$ cat src/rtl/fb_rect_fill_if.sv
// Command and frame-buffer write-port bundle for the rectangle fill engine.
// master drives commands and observes the BRAM port; slave is the fill engine itself.
interface fb_rect_fill_if #(
    parameter int X_BITS = 9,
    parameter int Y_BITS = 9
);
    logic              start;
    logic [X_BITS-1:0] x0;
    logic [X_BITS-1:0] x1;
    logic [Y_BITS-1:0] y0;
    logic [Y_BITS-1:0] y1;
    logic [7:0]        color;
    logic              busy;
    logic              done;
    logic              error;
    logic [31:0]       buffer_addr;
    logic [31:0]       buffer_din;
    logic              buffer_en;
    logic [3:0]        buffer_we;
    logic              buffer_rst;

    modport master (
        output start, x0, x1, y0, y1, color,
        input  busy, done, error, buffer_addr, buffer_din, buffer_en, buffer_we, buffer_rst
    );

    modport slave (
        input  start, x0, x1, y0, y1, color,
        output busy, done, error, buffer_addr, buffer_din, buffer_en, buffer_we, buffer_rst
    );
endinterface

$ cat src/rtl/fb_rect_fill.sv
// Fills an axis-aligned rectangle of the 400x300 RGB332 frame buffer with one colour,
// writing up to four packed pixels per cycle through byte enables.
module fb_rect_fill #(
    parameter int FB_WIDTH         = 400,
    parameter int FB_HEIGHT        = 300,
    parameter int X_BITS           = 9,
    parameter int Y_BITS           = 9,
    parameter int BUFFER_ADDR_BITS = 17
) (
    input  logic          clk,
    input  logic          reset_n,
    fb_rect_fill_if.slave bus
);
    localparam int CX_BITS = X_BITS + 1;
    localparam int AB      = BUFFER_ADDR_BITS;

    typedef enum logic [1:0] {IDLE, CHECK, FILL, DONE} state_t;

    state_t            state;
    logic [X_BITS-1:0] x0_l;
    logic [X_BITS-1:0] x1_l;
    logic [Y_BITS-1:0] y0_l;
    logic [Y_BITS-1:0] y1_l;
    logic [7:0]        color_l;

    // Cursor of the next word to write, and whether the word on the bus is the final one.
    logic [AB-1:0]      row_base;
    logic [CX_BITS-1:0] cur_x;
    logic [Y_BITS-1:0]  cur_y;
    logic               final_q;

    logic        busy_q;
    logic        done_q;
    logic        error_q;
    logic        en_q;
    logic [3:0]  we_q;
    logic [31:0] addr_q;
    logic [31:0] din_q;

    logic               reject;
    logic [AB-1:0]      src_base;
    logic [CX_BITS-1:0] src_x;
    logic [Y_BITS-1:0]  src_y;
    logic [AB-1:0]      pix;
    logic [1:0]         off;
    logic [CX_BITS-1:0] span;
    int                 last_byte;
    logic [3:0]         we_n;
    logic [CX_BITS-1:0] step_x;
    logic               row_end;
    logic               final_n;
    logic [AB-1:0]      next_base;
    logic [CX_BITS-1:0] next_x;
    logic [Y_BITS-1:0]  next_y;

    always_comb begin
        reject = (x0_l > x1_l) || (y0_l > y1_l)
              || (32'(x1_l) >= 32'(FB_WIDTH)) || (32'(y1_l) >= 32'(FB_HEIGHT));
    end

    // The first word is generated straight from the latched command in CHECK, so the
    // only multiply lives there; later words come from the cursor registers.
    always_comb begin
        if (state == CHECK) begin
            src_base = AB'(y0_l) * AB'(FB_WIDTH);
            src_x    = CX_BITS'(x0_l);
            src_y    = y0_l;
        end else begin
            src_base = row_base;
            src_x    = cur_x;
            src_y    = cur_y;
        end

        pix       = src_base + AB'(src_x);
        off       = pix[1:0];
        span      = CX_BITS'(x1_l) - src_x;
        last_byte = int'(off) + int'(span);
        if (last_byte > 3) begin
            last_byte = 3;
        end

        we_n = 4'b0000;
        for (int n = 0; n < 4; n++) begin
            we_n[n] = (n >= int'(off)) && (n <= last_byte);
        end

        step_x  = src_x + CX_BITS'(4 - int'(off));
        row_end = step_x > CX_BITS'(x1_l);
        final_n = row_end && (src_y == y1_l);

        if (row_end) begin
            next_base = src_base + AB'(FB_WIDTH);
            next_x    = CX_BITS'(x0_l);
            next_y    = src_y + Y_BITS'(1);
        end else begin
            next_base = src_base;
            next_x    = step_x;
            next_y    = src_y;
        end
    end

    always_ff @(posedge clk or negedge reset_n) begin
        if (!reset_n) begin
            state    <= IDLE;
            x0_l     <= '0;
            x1_l     <= '0;
            y0_l     <= '0;
            y1_l     <= '0;
            color_l  <= '0;
            row_base <= '0;
            cur_x    <= '0;
            cur_y    <= '0;
            final_q  <= 1'b0;
            busy_q   <= 1'b0;
            done_q   <= 1'b0;
            error_q  <= 1'b0;
            en_q     <= 1'b0;
            we_q     <= 4'b0000;
            addr_q   <= '0;
            din_q    <= '0;
        end else begin
            case (state)
                IDLE: begin
                    if (bus.start) begin
                        x0_l    <= bus.x0;
                        x1_l    <= bus.x1;
                        y0_l    <= bus.y0;
                        y1_l    <= bus.y1;
                        color_l <= bus.color;
                        busy_q  <= 1'b1;
                        state   <= CHECK;
                    end
                end
                CHECK, FILL: begin
                    if ((state == CHECK && reject) || (state == FILL && final_q)) begin
                        error_q <= (state == CHECK);
                        done_q  <= 1'b1;
                        en_q    <= 1'b0;
                        we_q    <= 4'b0000;
                        state   <= DONE;
                    end else begin
                        en_q     <= 1'b1;
                        we_q     <= we_n;
                        addr_q   <= 32'({pix[AB-1:2], 2'b00});
                        din_q    <= {4{color_l}};
                        row_base <= next_base;
                        cur_x    <= next_x;
                        cur_y    <= next_y;
                        final_q  <= final_n;
                        state    <= FILL;
                    end
                end
                DONE: begin
                    done_q  <= 1'b0;
                    error_q <= 1'b0;
                    busy_q  <= 1'b0;
                    state   <= IDLE;
                end
                default: state <= IDLE;
            endcase
        end
    end

    assign bus.busy        = busy_q;
    assign bus.done        = done_q;
    assign bus.error       = error_q;
    assign bus.buffer_en   = en_q;
    assign bus.buffer_we   = we_q;
    assign bus.buffer_addr = addr_q;
    assign bus.buffer_din  = din_q;
    assign bus.buffer_rst  = 1'b0;
endmodule
$ cat src/flat_wrapper.sv
// flat-port wrapper written by rule: the top's interface ports become plain ports
module fb_rect_fill_flat 
#(
    parameter int FB_WIDTH         = 400,
    parameter int FB_HEIGHT        = 300,
    parameter int X_BITS           = 9,
    parameter int Y_BITS           = 9,
    parameter int BUFFER_ADDR_BITS = 17
)
  (clk, reset_n, bus_start, bus_x0, bus_x1, bus_y0, bus_y1, bus_color, bus_busy, bus_done, bus_error, bus_buffer_addr, bus_buffer_din, bus_buffer_en, bus_buffer_we, bus_buffer_rst);
  fb_rect_fill_if #(.X_BITS(X_BITS), .Y_BITS(Y_BITS)) bus_i ();
  input  logic clk;
  input  logic reset_n;
  input wire logic [$bits(bus_i.start)-1:0] bus_start;
  input wire logic [$bits(bus_i.x0)-1:0] bus_x0;
  input wire logic [$bits(bus_i.x1)-1:0] bus_x1;
  input wire logic [$bits(bus_i.y0)-1:0] bus_y0;
  input wire logic [$bits(bus_i.y1)-1:0] bus_y1;
  input wire logic [$bits(bus_i.color)-1:0] bus_color;
  output wire logic [$bits(bus_i.busy)-1:0] bus_busy;
  output wire logic [$bits(bus_i.done)-1:0] bus_done;
  output wire logic [$bits(bus_i.error)-1:0] bus_error;
  output wire logic [$bits(bus_i.buffer_addr)-1:0] bus_buffer_addr;
  output wire logic [$bits(bus_i.buffer_din)-1:0] bus_buffer_din;
  output wire logic [$bits(bus_i.buffer_en)-1:0] bus_buffer_en;
  output wire logic [$bits(bus_i.buffer_we)-1:0] bus_buffer_we;
  output wire logic [$bits(bus_i.buffer_rst)-1:0] bus_buffer_rst;
  assign bus_i.start = bus_start;
  assign bus_i.x0 = bus_x0;
  assign bus_i.x1 = bus_x1;
  assign bus_i.y0 = bus_y0;
  assign bus_i.y1 = bus_y1;
  assign bus_i.color = bus_color;
  assign bus_busy = bus_i.busy;
  assign bus_done = bus_i.done;
  assign bus_error = bus_i.error;
  assign bus_buffer_addr = bus_i.buffer_addr;
  assign bus_buffer_din = bus_i.buffer_din;
  assign bus_buffer_en = bus_i.buffer_en;
  assign bus_buffer_we = bus_i.buffer_we;
  assign bus_buffer_rst = bus_i.buffer_rst;
  fb_rect_fill #(.FB_WIDTH(FB_WIDTH), .FB_HEIGHT(FB_HEIGHT), .X_BITS(X_BITS), .Y_BITS(Y_BITS), .BUFFER_ADDR_BITS(BUFFER_ADDR_BITS)) u_core (.clk(clk), .reset_n(reset_n), .bus(bus_i));
endmodule
$ cat config.mk
export PLATFORM = sky130hd
export DESIGN_NAME = fb_rect_fill_flat
export DESIGN_NICKNAME = d
export VERILOG_FILES = /design/src/rtl/fb_rect_fill_if.sv /design/src/rtl/fb_rect_fill.sv /design/src/flat_wrapper.sv
export SDC_FILE = /design/constraint.sdc
export NUM_CORES = 1
export LEC_CHECK = 0
export ABC_AREA = 1
export BUFFER_PORTS_ARGS = -buffer_cell sky130_fd_sc_hd__buf_2
export CORE_MARGIN = 2
export CORE_UTILIZATION = 40
export CTS_BUF_LIST = sky130_fd_sc_hd__clkbuf_8
export CTS_CLUSTER_DIAMETER = 100
export CTS_CLUSTER_SIZE = 14
export DETAILED_ROUTE_END_ITERATION = 8
export PLACE_DENSITY = 0.56
export REMOVE_ABC_BUFFERS = 1
export SLEW_MARGIN = 20
export SYNTH_ARGS = -nofsm -noshare
export SYNTH_HDL_FRONTEND = slang
export SYNTH_SLANG_ARGS = --single-unit
$ cat constraint.sdc
create_clock -name clk -period 16.3 [get_ports clk]
set_input_delay 1.63 -clock clk [delete_from_list [all_inputs] [get_ports clk]]
set_output_delay 1.63 -clock clk [all_outputs]
set_load 0.005 [all_outputs]
# Word-level counts from Yosys, hierarchy flattened
# Index checks and enable logic that the tools add are counted.
dict set report totals {
  reg_bits 138
  inputBits 47
  output_inout_bits 73
  elab_cells 81
}
dict set report classes {
  addsub 7
  mul 1
  magnitude_cmp 13
  eq_ne 6
  muxes 18
  bitwise_logic 1
  reduce_logical 18
}
# op n
set ops {}
lappend ops {{$le A3 B32 Y1 const A} 2}
lappend ops {{$mux W17} 2}
lappend ops {{$gt A32 B3 Y1 const B} 1}
lappend ops {{$le A1 B32 Y1 const A} 1}
lappend ops {{$le A2 B32 Y1 const A} 1}
lappend ops {{$mux W32} 1}
lappend ops {{$mux W10} 2}
lappend ops {{$ge A9 B9 Y1 const B} 2}
lappend ops {{$gt A9 B9 Y1} 2}
lappend ops {{$mux W9} 2}
lappend ops {{$add A17 B10 Y17} 1}
lappend ops {{$add A17 B9 Y17 const B} 1}
lappend ops {{$mul A9 B5 Y13 const B} 1}
lappend ops {{$add A2 B10 Y11} 1}
lappend ops {{$add A10 B10 Y10} 1}
lappend ops {{$gt A10 B9 Y1} 1}
lappend ops {{$sub A9 B10 Y10} 1}
lappend ops {{$add A9 B1 Y9 const B} 1}
lappend ops {{$eq A9 B9 Y1} 1}
lappend ops {{$reduce_and A2 Y1} 4}
lappend ops {{$logic_and A1 B1 Y1} 6}
lappend ops {{$pmux W1 S2} 3}
lappend ops {{$pmux W2 S3} 1}
lappend ops {{$mux W1} 5}
lappend ops {{14 further kinds} 20}

# Logic depth before layout (Yosys ltp)
dict set report logic_depth {
  word_depth 9
  ltp_mapped 39
  mapped_depth_nobuf 34
}

# Worst setup path after synthesis
# OpenSTA, ideal clock, no wires.
dict set report synth_timing {
  path_type {register to register}
  start {register u_core.state[1]}
  end {register u_core.cur_y[8]}
  setup_ns 0.117
  arrival_ns 5.192
  required_ns 16.183
  slack_ns 10.990
  path_stages_with_launch 39
  path_buffers 5
  synth_period_minus_slack_ns 5.310
  path_cell_list {dfrtp_1 > inv_1 > ha_1 > buf_6 > buf_6 > buf_2 > buf_2 > o21ai_0 > ha_1 > inv_1 > fa_1 > inv_1 > ha_1 > inv_1 > nand2_1 > nand2_1 > inv_1 > ha_1 > [3 not listed] > a21oi_1 > nand2_1 > nor2_1 > nand3_1 > xor2_1 > inv_1 > ha_1 > nand2_1 > nor2_1 > nand4_1 > o21ai_0 > o22ai_1 > nand3_4 > buf_12 > nand2_2 > xor2_1 > nand2_1 > nand2_1}
}
dict set report synth_via {
  elab_chain_cells 7
  word_cells_on_any_way 17
  cone_classes {add/sub (4); order compare (1); eq/ne (2); mux (4); bitwise (1); reduce/logical (5)}
}
# element line_no
set synth_rtl {}
lappend synth_rtl {{start, declared} fb_rect_fill.sv:19} ;# state_t state;
lappend synth_rtl {{start signal, assigned} fb_rect_fill.sv:104} ;# state <= IDLE;
lappend synth_rtl {{start signal, assigned} fb_rect_fill.sv:131} ;# state <= CHECK;
lappend synth_rtl {{start signal, assigned} fb_rect_fill.sv:140} ;# state <= DONE;
lappend synth_rtl {{$eq A2 B1 Y1} {fb_rect_fill.sv:64, fb_rect_fill.sv:122, fb_rect_fill.sv:135}}
lappend synth_rtl {{$mux W17 or $mux W10 (tied branches)} fb_rect_fill.sv:64} ;# if (state == CHECK) begin
lappend synth_rtl {{$add A17 B10 Y17} fb_rect_fill.sv:74} ;# pix = src_base + AB'(src_x);
lappend synth_rtl {{$sub A3 B2 Y4} fb_rect_fill.sv:87} ;# step_x = src_x + CX_BITS'(4 - int'(off));
lappend synth_rtl {{$add A10 B10 Y10} fb_rect_fill.sv:87}
lappend synth_rtl {{$gt A10 B9 Y1} fb_rect_fill.sv:88} ;# row_end = step_x > CX_BITS'(x1_l);
lappend synth_rtl {{$mux W9} fb_rect_fill.sv:91} ;# if (row_end) begin
lappend synth_rtl {{end signal, assigned} fb_rect_fill.sv:148} ;# cur_y <= next_y;
lappend synth_rtl {{end, declared} fb_rect_fill.sv:29} ;# logic [Y_BITS-1:0] cur_y;
# Parallel ways exist; a longest one is shown, timed or not.
# A chain may end at the register's enable or synchronous reset.

# Worst setup path in the final report
dict set report layout_timing {
  start {register u_core.state[1]}
  end {register u_core.cur_x[7]}
}
dict set report layout_via {
  elab_chain_cells 7
  word_cells_on_any_way 15
  cone_classes {add/sub (3); order compare (1); eq/ne (2); mux (3); bitwise (1); reduce/logical (5)}
}
# element line_no
set layout_rtl {}
lappend layout_rtl {{$eq A2 B1 Y1} {fb_rect_fill.sv:64, fb_rect_fill.sv:122, fb_rect_fill.sv:135}}
lappend layout_rtl {{$mux W17 or $mux W10 (tied branches)} fb_rect_fill.sv:64}
lappend layout_rtl {{$add A17 B10 Y17} fb_rect_fill.sv:74}
lappend layout_rtl {{$sub A3 B2 Y4} fb_rect_fill.sv:87}
lappend layout_rtl {{$add A10 B10 Y10} fb_rect_fill.sv:87}
lappend layout_rtl {{$gt A10 B9 Y1} fb_rect_fill.sv:88}
lappend layout_rtl {{$mux W10} fb_rect_fill.sv:91}
lappend layout_rtl {{end signal, assigned} fb_rect_fill.sv:147} ;# cur_x <= next_x;
lappend layout_rtl {{end, declared} fb_rect_fill.sv:28} ;# logic [CX_BITS-1:0] cur_x;
# Parallel ways exist; a longest one is shown, timed or not.

==> results.yml <==
global_routing:
  grt_max_degree: 73
  grt_antenna_before_repair: 0
  grt_use_total_pct: 19.36
  grt_pass1_wl_mm: 36.90
  grt_pass1_vias: 7464
  grt-ovfl-total: 0
critical_path:
  worstSetupStartpointType: "flop"
  crit_slowest_cell: "fa_1"
  startpoint: "u_core.state[1]$_DFFE_PN0P_"
  cp.required_ns: 16.67
  ff2ff_setup_slack_ns: 10.31
  max_stage_delay_ns: 0.57
  cpMostUsedCell: "inv_1"
  cp_max_fo: 50
  worstSetupPathType: "reg2reg"
  worst-path-buf-inv: 10
  worstPathArrival_ns: 6.36
  cp_top_family: "simple AND/OR/NAND/NOR gates"
  endpoint_kind: "flop"
  rr_startpoint: "u_core.state[1]$_DFFE_PN0P_"
drt:
  wirelength_mm: 21.77
  drc: 0
  viasPerCell: 4.841
  wl_per_cell_um: 13.82
  drt_iter0_drc: 488
  postRouteAntennaNets: 0
  vias: 7625
  firstDrtPassIters: 5
synth:
  synth-seq-cells: 114
  syn_area_um2: 8800
  yosysTopAreaCellShare_pct: 32.42
  yosysTopAreaCell: "dfrtp_1"
  async_flop_share_pct: 100.0
  avgSynthCellArea_um2: 7.249
  yosysSeqAreaShare_pct: 32.42
  ys_warn_count: 0
  yosys-top-cells-area: "dfrtp_1, nand2_1, ha_1"
  synth_cell_types: 49
  ys.flop_type: "dfrtp_1"
  synthCells: 1214
  synth_edf_count: 0
final_layout:
  final_area_um2: 9688
  drive_gt1_share_pct: 14.05
  layout.nets: 1416
  instances_no_fill: 1575
  area_growth_pct: 10.10
  diodes: 0
clock_tree:
  cts_resized: 0
  path_clk_slew_ns: 0.07
  cts_buffers: 17
  clk_latency_ns: 0.45
  htree_levels: 4
  postCtsSetupBuffers: 0
  clkSinkCount: 114
  clk_path_buf_depth: 2
  tritoncts: "done"
  ctsHoldBuffers: 0
  cts_root_buf: "clkbuf_8"
floorplanning:
  num_rows: 54
  die_area_um2: 23200
  core_um2: 21690
  pin_count: 120
  die_h_um: 152.3
  die_x_um: 152.3
  start_util_pct: 40.57
timing:
  skew_ns: 0.01695
  maxSlewViolCount: 0
  fmax_mhz: 166.9
  min_period_ns: 5.991
  fin_tns_setup_ns: 0
  relSlewSlack_pct: 44.10
  setup_violations: 0
  min_period_over_period_pct: 36.76
  setup_slack_ns: 10.31
  hold_viol: 0
  worst_pin_slew_ns: 0.8385
  rsz0062_at_grt: "false"
place:
  port_buffers: 101
  dpl.hpwl_mm: 16.15
  gp_congestion: 0.8272
  dpl_cell_area_um2: 9264
  pre_cts_ws_ns: 10.33
  placed_cells: 1543
hold_path:
  hold_class: "reg2reg"
  hold_start: "u_core.cur_x[9]$_DFFE_PN0P_"
job:
  cap_violations: 0
status:
  run_status: "finished, final reports clean"
## flip-flops by register name (all words and copies together) (netlist names)
signal                  flops
u_core.bus.done             1
u_core.bus.buffer_en        1
u_core.bus.buffer_din       8
u_core.x0_l                 9
u_core.bus.buffer_we        4
u_core.row_base            17
u_core.bus.error            1
u_core.bus.buffer_addr     15
u_core.bus.busy             1
u_core.y0_l                 9
u_core.cur_x               10
u_core.y1_l                 9
u_core.x1_l                 9
u_core.color_l              8
u_core.cur_y                9
u_core.state                2
u_core.final_q              1
## area by class of cell
| class | count | area [um^2] |
|---|---|---|
| clock buffers | 21 | 289.0 |
| clock inverters | 11 | 135.1 |
| fillers | 2271 | 12000 |
| inverters | 167 | 626.9 |
| multi-input cells | 876 | 4888 |
| flip-flops and latches | 114 | 2853 |
| well taps | 280 | 350.3 |
| repair buffers | 106 | 545.5 |
## per-stage QoR
| step | utilization, % | hold slack (ns) |
|---|---|---|
| finish | 44.67 | 0.4725 |
| floorplan | - | 0.4361 |
| global route | 44.67 | 0.4975 |
| CTS | 44.67 | 0.4754 |
| detailed placement | 42.71 | 0.4578 |
| global placement | 42.71 | 0.4529 |
## cells in the mapped netlist, types with 6 or more instances
master	count
nand2_1	391
inv_1	163
dfrtp_1	114
o21ai_0	95
ha_1	81
nand3_1	59
buf_4	45
a21oi_1	39
nor2_1	39
xor2_1	31
nand2_2	23
clkbuf_1	18
nand4_1	16
o21ai_1	11
o211ai_1	9
xnor2_1	9
fa_1	6
## kinds of logic (layout without fill, tap and decap cells)
group | count (synthesis) | in the layout | synth area share [%]
other | 1 | 18 | 0.04262
flip-flops | 114 | 114 | 32.42
XOR/XNOR | 40 | 40 | 3.981
adder cells (fa/ha/maj) | 87 | 87 | 12.88
AND/OR/NAND/NOR | 552 | 552 | 26.60
AO/OA/AOI/OAI | 179 | 179 | 11.20
buffers and inverters | 241 | 305 | 12.87
## path summary, 6_finish.rpt
| kind | to | cells after the start |
|---|---|---|
| setup / recovery | u_core.cur_x[7]$_DFFE_PN0P_ | 34 |
| hold / removal | u_core.cur_x[9]$_DFFE_PN0P_ | 2 |
| setup reg to reg | u_core.cur_x[7]$_DFFE_PN0P_ | 34 |
| hold reg to reg | u_core.cur_x[9]$_DFFE_PN0P_ | 2 |
| max in group asynchronous | u_core.cur_x[8]$_DFFE_PN0P_ | 2 |
| min in group asynchronous | u_core.bus.buffer_addr[16]$_DFFE_PN0P_ | 1 |
## routing by layer
layer / wire, um / vias up / part of all wire [%] / track usage [%]
li1: - / 3951 / - / -
met1: 10430 / 3548 / 48 / 25.02
met2: 10450 / 105 / 48 / 33.83
met3: 546 / 21 / 2.5 / 3.271
met4: 344 / 0 / 1.6 / 4.673
met5: 0 / - / 0 / 0
## placed cells by master (no fill, tap or decap), types with 3 or more instances in the layout
cell | Yosys | final
a21boi_0 | 4 | 4
a21oi_1 | 39 | 39
a31oi_1 | 3 | 3
buf_2 | 4 | 100
buf_4 | 45 | 6
bufinv_16 | 0 | 3
clkbuf_8 | 0 | 21
clkinv_2 | 0 | 3
clkinvlp_4 | 0 | 3
conb_1 | 1 | 18
dfrtp_1 | 114 | 114
fa_1 | 6 | 6
ha_1 | 81 | 81
inv_1 | 163 | 165
inv_2 | 3 | 4
nand2_1 | 391 | 390
nand2_2 | 23 | 24
nand3_1 | 59 | 59
nand3_2 | 4 | 4
nand3b_1 | 3 | 3
nand4_1 | 16 | 16
nor2_1 | 39 | 38
nor2_2 | 3 | 3
nor3_1 | 5 | 5
o211ai_1 | 9 | 9
o21ai_0 | 95 | 95
o21ai_1 | 11 | 11
o21bai_1 | 3 | 3
o22ai_1 | 5 | 5
or2_2 | 3 | 3
xnor2_1 | 9 | 9
xor2_1 | 31 | 31
## worst reg2reg max path, delay by kind of cell, from the launching register on
| family | cells | cell delay [ns] |
|---|---|---|
| adders and majority gates | 5 | 1.46 |
| and+or+nand+nor | 13 | 1.56 |
| AOI/OAI and AO/OA | 5 | 0.82 |
| xor gates and xnor gates | 1 | 0.16 |
| buffers and inverters | 10 | 1.53 |
| DFF | 1 | 0.39 |
Power is not shown: default switching activity piles up to over one toggle a cycle in this logic, so the estimate is an artifact.
